### config.mk
export PLATFORM = sky130hd
export DESIGN_NAME = lcd_sequencer
export DESIGN_NICKNAME = d
export VERILOG_FILES = /design/src/rtl/lcd_sequencer.sv
export SDC_FILE = /design/constraint.sdc
export NUM_CORES = 1
export LEC_CHECK = 0
export CORE_MARGIN = 8
export CORE_UTILIZATION = 39
export CTS_CLUSTER_SIZE = 40
export DETAILED_ROUTE_END_ITERATION = 8
export GPL_ROUTABILITY_DRIVEN = 0
export PLACE_DENSITY = 0.56
export SYNTH_ARGS = -nofsm -noshare
export SYNTH_HDL_FRONTEND = slang
export SYNTH_SLANG_ARGS = --single-unit
### constraint.sdc
create_clock -name iCLK -period 4.9 [get_ports iCLK]
set_input_delay 1.225 -clock iCLK [delete_from_list [all_inputs] [get_ports iCLK]]
set_output_delay 1.225 -clock iCLK [all_outputs]
set_load 0.1 [all_outputs]
### src/rtl/lcd_sequencer.sv
// lcd_sequencer: refreshes a 2x16 character LCD from a 32-byte character
// buffer by feeding one byte at a time to a downstream lcd writer.
//
// Ports
//   iCLK        single clock, rising edge
//   iRST_N      synchronous active-low reset
//   iWR_EN      character buffer write strobe
//   iWR_ADDR    buffer address (0-15 line 1, 16-31 line 2)
//   iWR_CHAR    character code to store
//   iREQ        one-cycle refresh request
//   iLCD_DONE   transfer-complete flag from the lcd writer
//   oLCD_DATA   byte presented to the lcd writer
//   oLCD_RS     register select (0 command, 1 data)
//   oLCD_START  start level, writer begins on its rising edge
//   oBUSY       refresh in progress
//   oTIMEOUT    sticky completion-timeout flag
//
// Build option: define LCD_SEQ_AUTOREFRESH_EN to make every buffer write
// queue a refresh automatically (bursts of writes collapse into one).
//
// state   | meaning
// IDLE    | waiting for a request or a pending refresh
// LOAD    | latch table entry for current step onto data/rs
// START   | data settled, raise start on the way out
// WAIT_LO | wait for writer to drop DONE (ignores stale DONE=1)
// WAIT_HI | wait for writer to raise DONE
// DELAY   | post-transfer idle time
// NEXT    | advance step or finish
module lcd_sequencer #(
  parameter logic [17:0] DLY_CYCLES   = 18'h3FFFE,
  parameter logic [15:0] DONE_TIMEOUT = 16'hFFFF
) (
  input  logic       iCLK,
  input  logic       iRST_N,
  input  logic       iWR_EN,
  input  logic [4:0] iWR_ADDR,
  input  logic [7:0] iWR_CHAR,
  input  logic       iREQ,
  input  logic       iLCD_DONE,
  output logic [7:0] oLCD_DATA,
  output logic       oLCD_RS,
  output logic       oLCD_START,
  output logic       oBUSY,
  output logic       oTIMEOUT
);

  typedef enum logic [2:0] {
    S_IDLE, S_LOAD, S_START, S_WAIT_LO, S_WAIT_HI, S_DELAY, S_NEXT
  } state_t;

  localparam logic [5:0] LAST_STEP = 6'd37;

  state_t      r_state;
  state_t      w_next;
  logic [5:0]  r_step;
  logic [17:0] r_dly_cnt;
  logic [15:0] r_to_cnt;
  logic        r_init_done;
  logic        r_pending;
  logic [7:0]  r_data;
  logic        r_rs;
  logic        r_start;
  logic        r_timeout;
  logic [7:0]  r_buf [32];

  logic [4:0]  w_buf_idx;
  logic [7:0]  w_tbl_data;
  logic        w_tbl_rs;
  logic        w_to_hit;
  logic        w_to_event;
  logic        w_pend_set;
  logic        w_busy;

  assign w_busy   = (r_state != S_IDLE);
  assign w_to_hit = (r_to_cnt <= 16'd1);

`ifdef LCD_SEQ_AUTOREFRESH_EN
  assign w_pend_set = (iREQ && w_busy) || iWR_EN;
`else
  assign w_pend_set = iREQ && w_busy;
`endif

  // Line 2 starts at step 22 for buffer[16]; 5-bit wraparound keeps the
  // subtraction correct even though the step index itself is 6 bits.
  assign w_buf_idx = (r_step <= 6'd20) ? (r_step[4:0] - 5'd5) : (r_step[4:0] - 5'd6);

  always_comb begin
    w_tbl_data = 8'h20;
    w_tbl_rs   = 1'b0;
    case (r_step)
      6'd0:  w_tbl_data = 8'h38;
      6'd1:  w_tbl_data = 8'h0C;
      6'd2:  w_tbl_data = 8'h01;
      6'd3:  w_tbl_data = 8'h06;
      6'd4:  w_tbl_data = 8'h80;
      6'd21: w_tbl_data = 8'hC0;
      default: begin
        w_tbl_data = r_buf[w_buf_idx];
        w_tbl_rs   = 1'b1;
      end
    endcase
  end

  always_comb begin
    w_next     = r_state;
    w_to_event = 1'b0;
    case (r_state)
      S_IDLE:    if (iREQ || r_pending) w_next = S_LOAD;
      S_LOAD:    w_next = S_START;
      S_START:   w_next = S_WAIT_LO;
      S_WAIT_LO: begin
        if (!iLCD_DONE) begin
          w_next = S_WAIT_HI;
        end else if (w_to_hit) begin
          w_next     = S_DELAY;
          w_to_event = 1'b1;
        end
      end
      S_WAIT_HI: begin
        if (iLCD_DONE) begin
          w_next = S_DELAY;
        end else if (w_to_hit) begin
          w_next     = S_DELAY;
          w_to_event = 1'b1;
        end
      end
      S_DELAY:   if (r_dly_cnt <= 18'd1) w_next = S_NEXT;
      S_NEXT:    w_next = (r_step >= LAST_STEP) ? S_IDLE : S_LOAD;
      default:   w_next = S_IDLE;
    endcase
  end

  always_ff @(posedge iCLK) begin
    if (!iRST_N) begin
      r_state     <= S_IDLE;
      r_step      <= 6'd0;
      r_dly_cnt   <= 18'd0;
      r_to_cnt    <= 16'd0;
      r_init_done <= 1'b0;
      r_pending   <= 1'b0;
      r_data      <= 8'h00;
      r_rs        <= 1'b0;
      r_start     <= 1'b0;
      r_timeout   <= 1'b0;
      for (int i = 0; i < 32; i++) r_buf[i] <= 8'h20;
    end else begin
      r_state <= w_next;
      if (iWR_EN) r_buf[iWR_ADDR] <= iWR_CHAR;

      if (r_state == S_IDLE && w_next == S_LOAD) r_pending <= 1'b0;
      else if (w_pend_set)                       r_pending <= 1'b1;

      case (r_state)
        S_IDLE: begin
          if (w_next == S_LOAD) r_step <= r_init_done ? 6'd4 : 6'd0;
        end
        S_LOAD: begin
          r_data <= w_tbl_data;
          r_rs   <= w_tbl_rs;
        end
        // data has had a full cycle to settle before start rises
        S_START: begin
          r_start  <= 1'b1;
          r_to_cnt <= DONE_TIMEOUT;
        end
        S_WAIT_LO, S_WAIT_HI: begin
          if (r_to_cnt != 16'd0) r_to_cnt <= r_to_cnt - 16'd1;
          if (w_next == S_DELAY) begin
            r_start   <= 1'b0;
            r_dly_cnt <= DLY_CYCLES;
          end
          if (w_to_event) r_timeout <= 1'b1;
        end
        S_DELAY: begin
          if (r_dly_cnt != 18'd0) r_dly_cnt <= r_dly_cnt - 18'd1;
        end
        S_NEXT: begin
          if (r_step == 6'd3) r_init_done <= 1'b1;
          if (r_step < LAST_STEP) r_step <= r_step + 6'd1;
        end
        default: ;
      endcase
    end
  end

  assign oLCD_DATA  = r_data;
  assign oLCD_RS    = r_rs;
  assign oLCD_START = r_start;
  assign oBUSY      = w_busy;
  assign oTIMEOUT   = r_timeout;

endmodule

After elaboration in Yosys (flattened, before gate mapping)
Memory sizes are Yosys's and may differ from the RTL's. Cells that the tools add are included.

Reductions and logical operators: 21. Order comparisons: 5. Equal/unequal tests: 18. Mux-type cells: 32. Bitwise operators: 1. Add/subtract/negate cells: 5.

Operators with widths (number): $pmux W8 S6 (1); $mux W18 (2); $pmux W18 S2 (1); $pmux W16 S2 (1); $pmux W3 S7 (1); $le A18 B1 Y1 const B (1); $mux W3 (6); $reduce_bool A18 Y1 (1); $sub A18 B1 Y18 const B (1); $le A16 B1 Y1 const B (1); $mux W16 (1); $reduce_bool A16 Y1 (1); $sub A16 B1 Y16 const B (1); $eq A3 B3 Y1 const B (4); $eq A6 B2 Y1 const B (2); $mux W6 (2); $pmux W6 S2 (1); $mux W1 (11); $mux W5 (2); $sub A5 B3 Y5 const B (2); $mux W8 (1); $ne A2 B2 Y1 const B (4); $reduce_and A2 Y1 (4); $reduce_or A8 Y1 (1); 21 further kinds (29).

RAM bits: 256. Logic and storage cells: 93. Input bits: 18. Memories kept: 1. Bits in registers: 56.

Memory list: r_buf (words 32, width 8, read ports 1, clocked after memory_dff 0, write ports 32, line 64) `logic [7:0] r_buf [32];`.

Longest topological paths before layout
Depth after elaboration: 7. Depth in mapped cells: 15. Gate-level depth less buffers: 10.

Least setup slack after synthesis
OpenSTA, ideal clock, no wires.

Path type: reg2reg. Start: register r_step[1]. End: register r_data[6], in the netlist oLCD_DATA[6]. Library setup time: 0.117 ns. Cell stages (with the launch flop): 13. Path buffers: 3. Clock period less this slack: 3.349 ns. Arrival: 3.231 ns. Data required time: 4.783 ns. Path slack: 1.551 ns. Path through: dfxtp_1 -> clkbuf_1 -> inv_1 -> ha_1 -> buf_2 -> nor2b_1 -> o22ai_1 -> mux2i_1 -> buf_4 -> mux4_2 -> a22oi_1 -> nand4_1 -> a32o_1.

Cells in the longest elaborated chain, start to end: 4.

RTL lines: from (decl) (line 55) `logic [5:0] r_step;`; from (signal assigned) (line 155) `if (w_next == S_LOAD) r_step <= r_init_done ? 6'd4 : 6'd0;`; from (signal assigned) (line 179) `if (r_step < LAST_STEP) r_step <= r_step + 6'd1;`; $sub A5 B3 Y5 / $le A6 B5 Y1 (equally long branches) (line 85) `assign w_buf_idx = (r_step <= 6'd20) ? (r_step[4:0] - 5'd5) : (r_step[4:0] - 5'd6);`; $mux W5 (line 85); $mem_v2 Z32 W8; $pmux W8 S6 * (line 90) `case (r_step)`; to (signal assigned) (line 158) `r_data <= w_tbl_data;`; to (decl) (line 60) `logic [7:0] r_data;`.

Every way passes the cells marked *; elsewhere a longest branch is shown, timed or not. A chain may end at the register's enable or synchronous reset.

Worst setup path after layout
Start: register r_step[0]. End: register r_data[2], in the netlist oLCD_DATA[2].

Same word-level chain as after synthesis.

==> qor.csv <==
metric,value,unit
I/O pin count,30,
height of the chip,215.9,um
max-cap viol count,0,
most frequent cells in the layout,"256 x edfxtp_1, 226 x and2_1, 137 x nand2_1",
per-cell routed wire length,22.80,um
Die Wd,215.9,um
critical-path cell list,"inv_1, ha_1, nor2b_1, o22ai_2, mux2i_4, buf_12, mux4_2, nand2_1, nand2_1, a221oi_1, o221ai_1",
CP Data Arrival Time,4.48,ns
Setup Skew,0.01637,ns
Die Area,46620,um2
Post-DRT Antenna Nets,0,
clock tree from TritonCTS,yes,
CP most frequent cell,nand2_1,
number of flops mapped to enable cells by yosys,256,
Remaining DRCs,0,
Core ar.,39550,um2
clock buffer count from CTS,37,
area grow syn2layout,13.73,%
final slew viol count,0,
Post-CTS Setup Bufs,0,
Tightest Hold Check Type,reg -> reg,
Leakage Power,6.273,nW
cell area after synthesis,15580,um2
Worst-path clk slew,0.06,ns
Worst Max-Slew Pin Slew,0.9918,ns
total grt overflow,0,
post-synth top area share,0.4933,
placed insts,1893,
layout cells sized above 1,0.1197,
CP max stage delay,0.66,ns
top_reg_cell synth,edfxtp_1,
DRT Pass-1 Iters,6,
Clock Sinks,312,
Max Fclk,243.3,MHz
Worst VDD drop,0.0002517,V
"commonest non-fill, non-tap cell in the layout",edfxtp_1,
DP Worst Slack,1.030,ns
first-pass GRT wire length,67160,um
dpl hpwl,29550,um
top post-synthesis cells by area,"edfxtp_1 49%, and2_1 9.1%, dfxtp_1 7.2%",
Via density,5.563,
clock latency on the worst-skew pair,0.55,ns
final wirelength,44550,um
crit path max-delay cell type,mux2i_4,
GRT Resource Usage Total,0.1887,
Final Cycle Share,0.8390,
Antenna Cells,0,
startpoint class of the critical path,register,
cell taking the most area after synthesis,edfxtp_1,
Final Cell Area,17720,um2
Critical Path RT,5.27,ns
initial DRC count,1072,
pwr dens,383.6,nW/um2
crit path kind,reg -> reg,
asr flop ratio synth,0,
final setup TNS,0,ns
buffer type at the clock tree root,clkbuf_16,
H-tree levels,2,
vias in the first global route,10610,
PnR worst setup slack,0.7890,ns
initial core utilization,0.3941,
number of gates resized after cts,0,
YS warnings,0,
initial antenna violation count,0,
crit end category,register,
Yosys cell types,73,
Slew headroom,0.3367,
Mapped Cells,1383,
register area share after synthesis,0.5652,
FP Rows,73,
Syn Nets,1413,
Final Setup Violations,0,
register bit total from synthesis,312,
maximum clock insertion buffer count,3,
Post-DP Area,16560,um2
Port Buf Inserts,29,
average size of a mapped cell,11.27,um2
"Max FO, Critical Path",20,
CTS Hold Bufs,0,
Non-Filler Instances,1954,
fin nets,1437,
status,"finished, final reports clean",
RSZ-0062 raised after global routing,false,
largest net degree at the start of global routing,46,
Final Hold Fails,0,
Tmin final,4.111,ns
Vias,10870,
-- worst max-delay path: cells and delay by family (launching register included) --
| kind | cells | cell delay, ns |
|---|---|---|
| compound gates | 3 | 1.08 |
| mux | 2 | 1.22 |
| simple gates | 3 | 0.32 |
| flops | 1 | 0.31 |
| buf+inv | 2 | 0.53 |
| fa+ha+maj | 1 | 0.45 |
-- cell type report --
cell class              instances  area [um2]
clock buffers                  43       958.4
clock inverters                18       207.7
fillers                      3600       21820
inverters                      10       37.54
multi-input cells             956        6317
flip-flops and latches        312        8808
well taps                     525       656.9
repair buffers                 90       738.2
-- power breakdown --
part | switching, mW | internal, mW | leakage, nW
logic | 0.561 | 0.328 | 2.79
clock network | 1.10 | 1.61 | 0.570
registers | 0.139 | 3.06 | 2.91
total | 1.80 | 5.00 | 6.27
-- final timing paths --
| check | depth (start not counted) | end | from | slack, ns |
|---|---|---|---|---|
| max | 11 | oLCD_DATA[2] | r_step[0] | 0.79 |
| min | 2 | oTIMEOUT | oTIMEOUT | 0.49 |
| max reg2reg | 11 | oLCD_DATA[2] | r_step[0] | 0.79 |
| min reg2reg | 2 | oTIMEOUT | oTIMEOUT | 0.49 |
-- synth_stat cells, drive strengths merged, types with 4 or more instances --
| cell type | count |
|---|---|
| a2111oi | 4 |
| a211oi | 20 |
| a21oi | 55 |
| a221oi | 4 |
| a22oi | 4 |
| a311oi | 5 |
| a31oi | 16 |
| a32oi | 7 |
| and2 | 227 |
| and3 | 16 |
| buf | 22 |
| clkbuf | 83 |
| dfxtp | 56 |
| edfxtp | 256 |
| ha | 12 |
| inv | 10 |
| mux2 | 4 |
| mux2i | 55 |
| mux4 | 25 |
| nand2 | 137 |
| nand2b | 5 |
| nand3 | 31 |
| nand3b | 8 |
| nand4 | 7 |
| nor2 | 82 |
| nor2b | 12 |
| nor3 | 20 |
| nor4 | 8 |
| o2111ai | 4 |
| o21ai | 57 |
| o311ai | 5 |
| o31ai | 6 |
| or2 | 4 |
| or3 | 41 |
| or4 | 6 |
| xnor2 | 24 |
| xor2 | 8 |
-- layer usage --
| layer | up-vias | GRT usage | wire length [um] |
|---|---|---|---|
| met5 | - | 0.01074 | 64 |
| met4 | 2 | 0.06019 | 1233 |
| met3 | 70 | 0.04476 | 3359 |
| met2 | 375 | 0.2856 | 19780 |
| met1 | 5353 | 0.2635 | 20110 |
| li1 | 5071 | - | - |
-- flip-flops by register name, indices dropped and copies added, names as in the netlist, 3 cells and up --
register and flops:
r_state 3, r_buf 256, r_step 6, r_to_cnt 16, oLCD_DATA 8, r_dly_cnt 18
-- cells by family after synthesis --
group / Yosys count / synth area share
AOI/OAI and AO/OA: 216 / 0.09136
and+or+nand+nor: 612 / 0.2103
muxes: 84 / 0.07434
buffers and inverters: 115 / 0.03123
DFF: 312 / 0.5652
xor gates and xnor gates: 32 / 0.01798
adders and majority gates: 12 / 0.009634
-- through the flow --
stage	hold WS [ns]	total power [mW]	util
floorplan	0.4371	3.882	-
global placement	0.4552	4.128	0.4187
detailed placement	0.4695	4.142	0.4187
CTS	0.4862	6.852	0.4482
global route	0.5091	7.063	0.4482
finish	0.4855	6.800	0.4482
(Power assumes the default switching activity.)
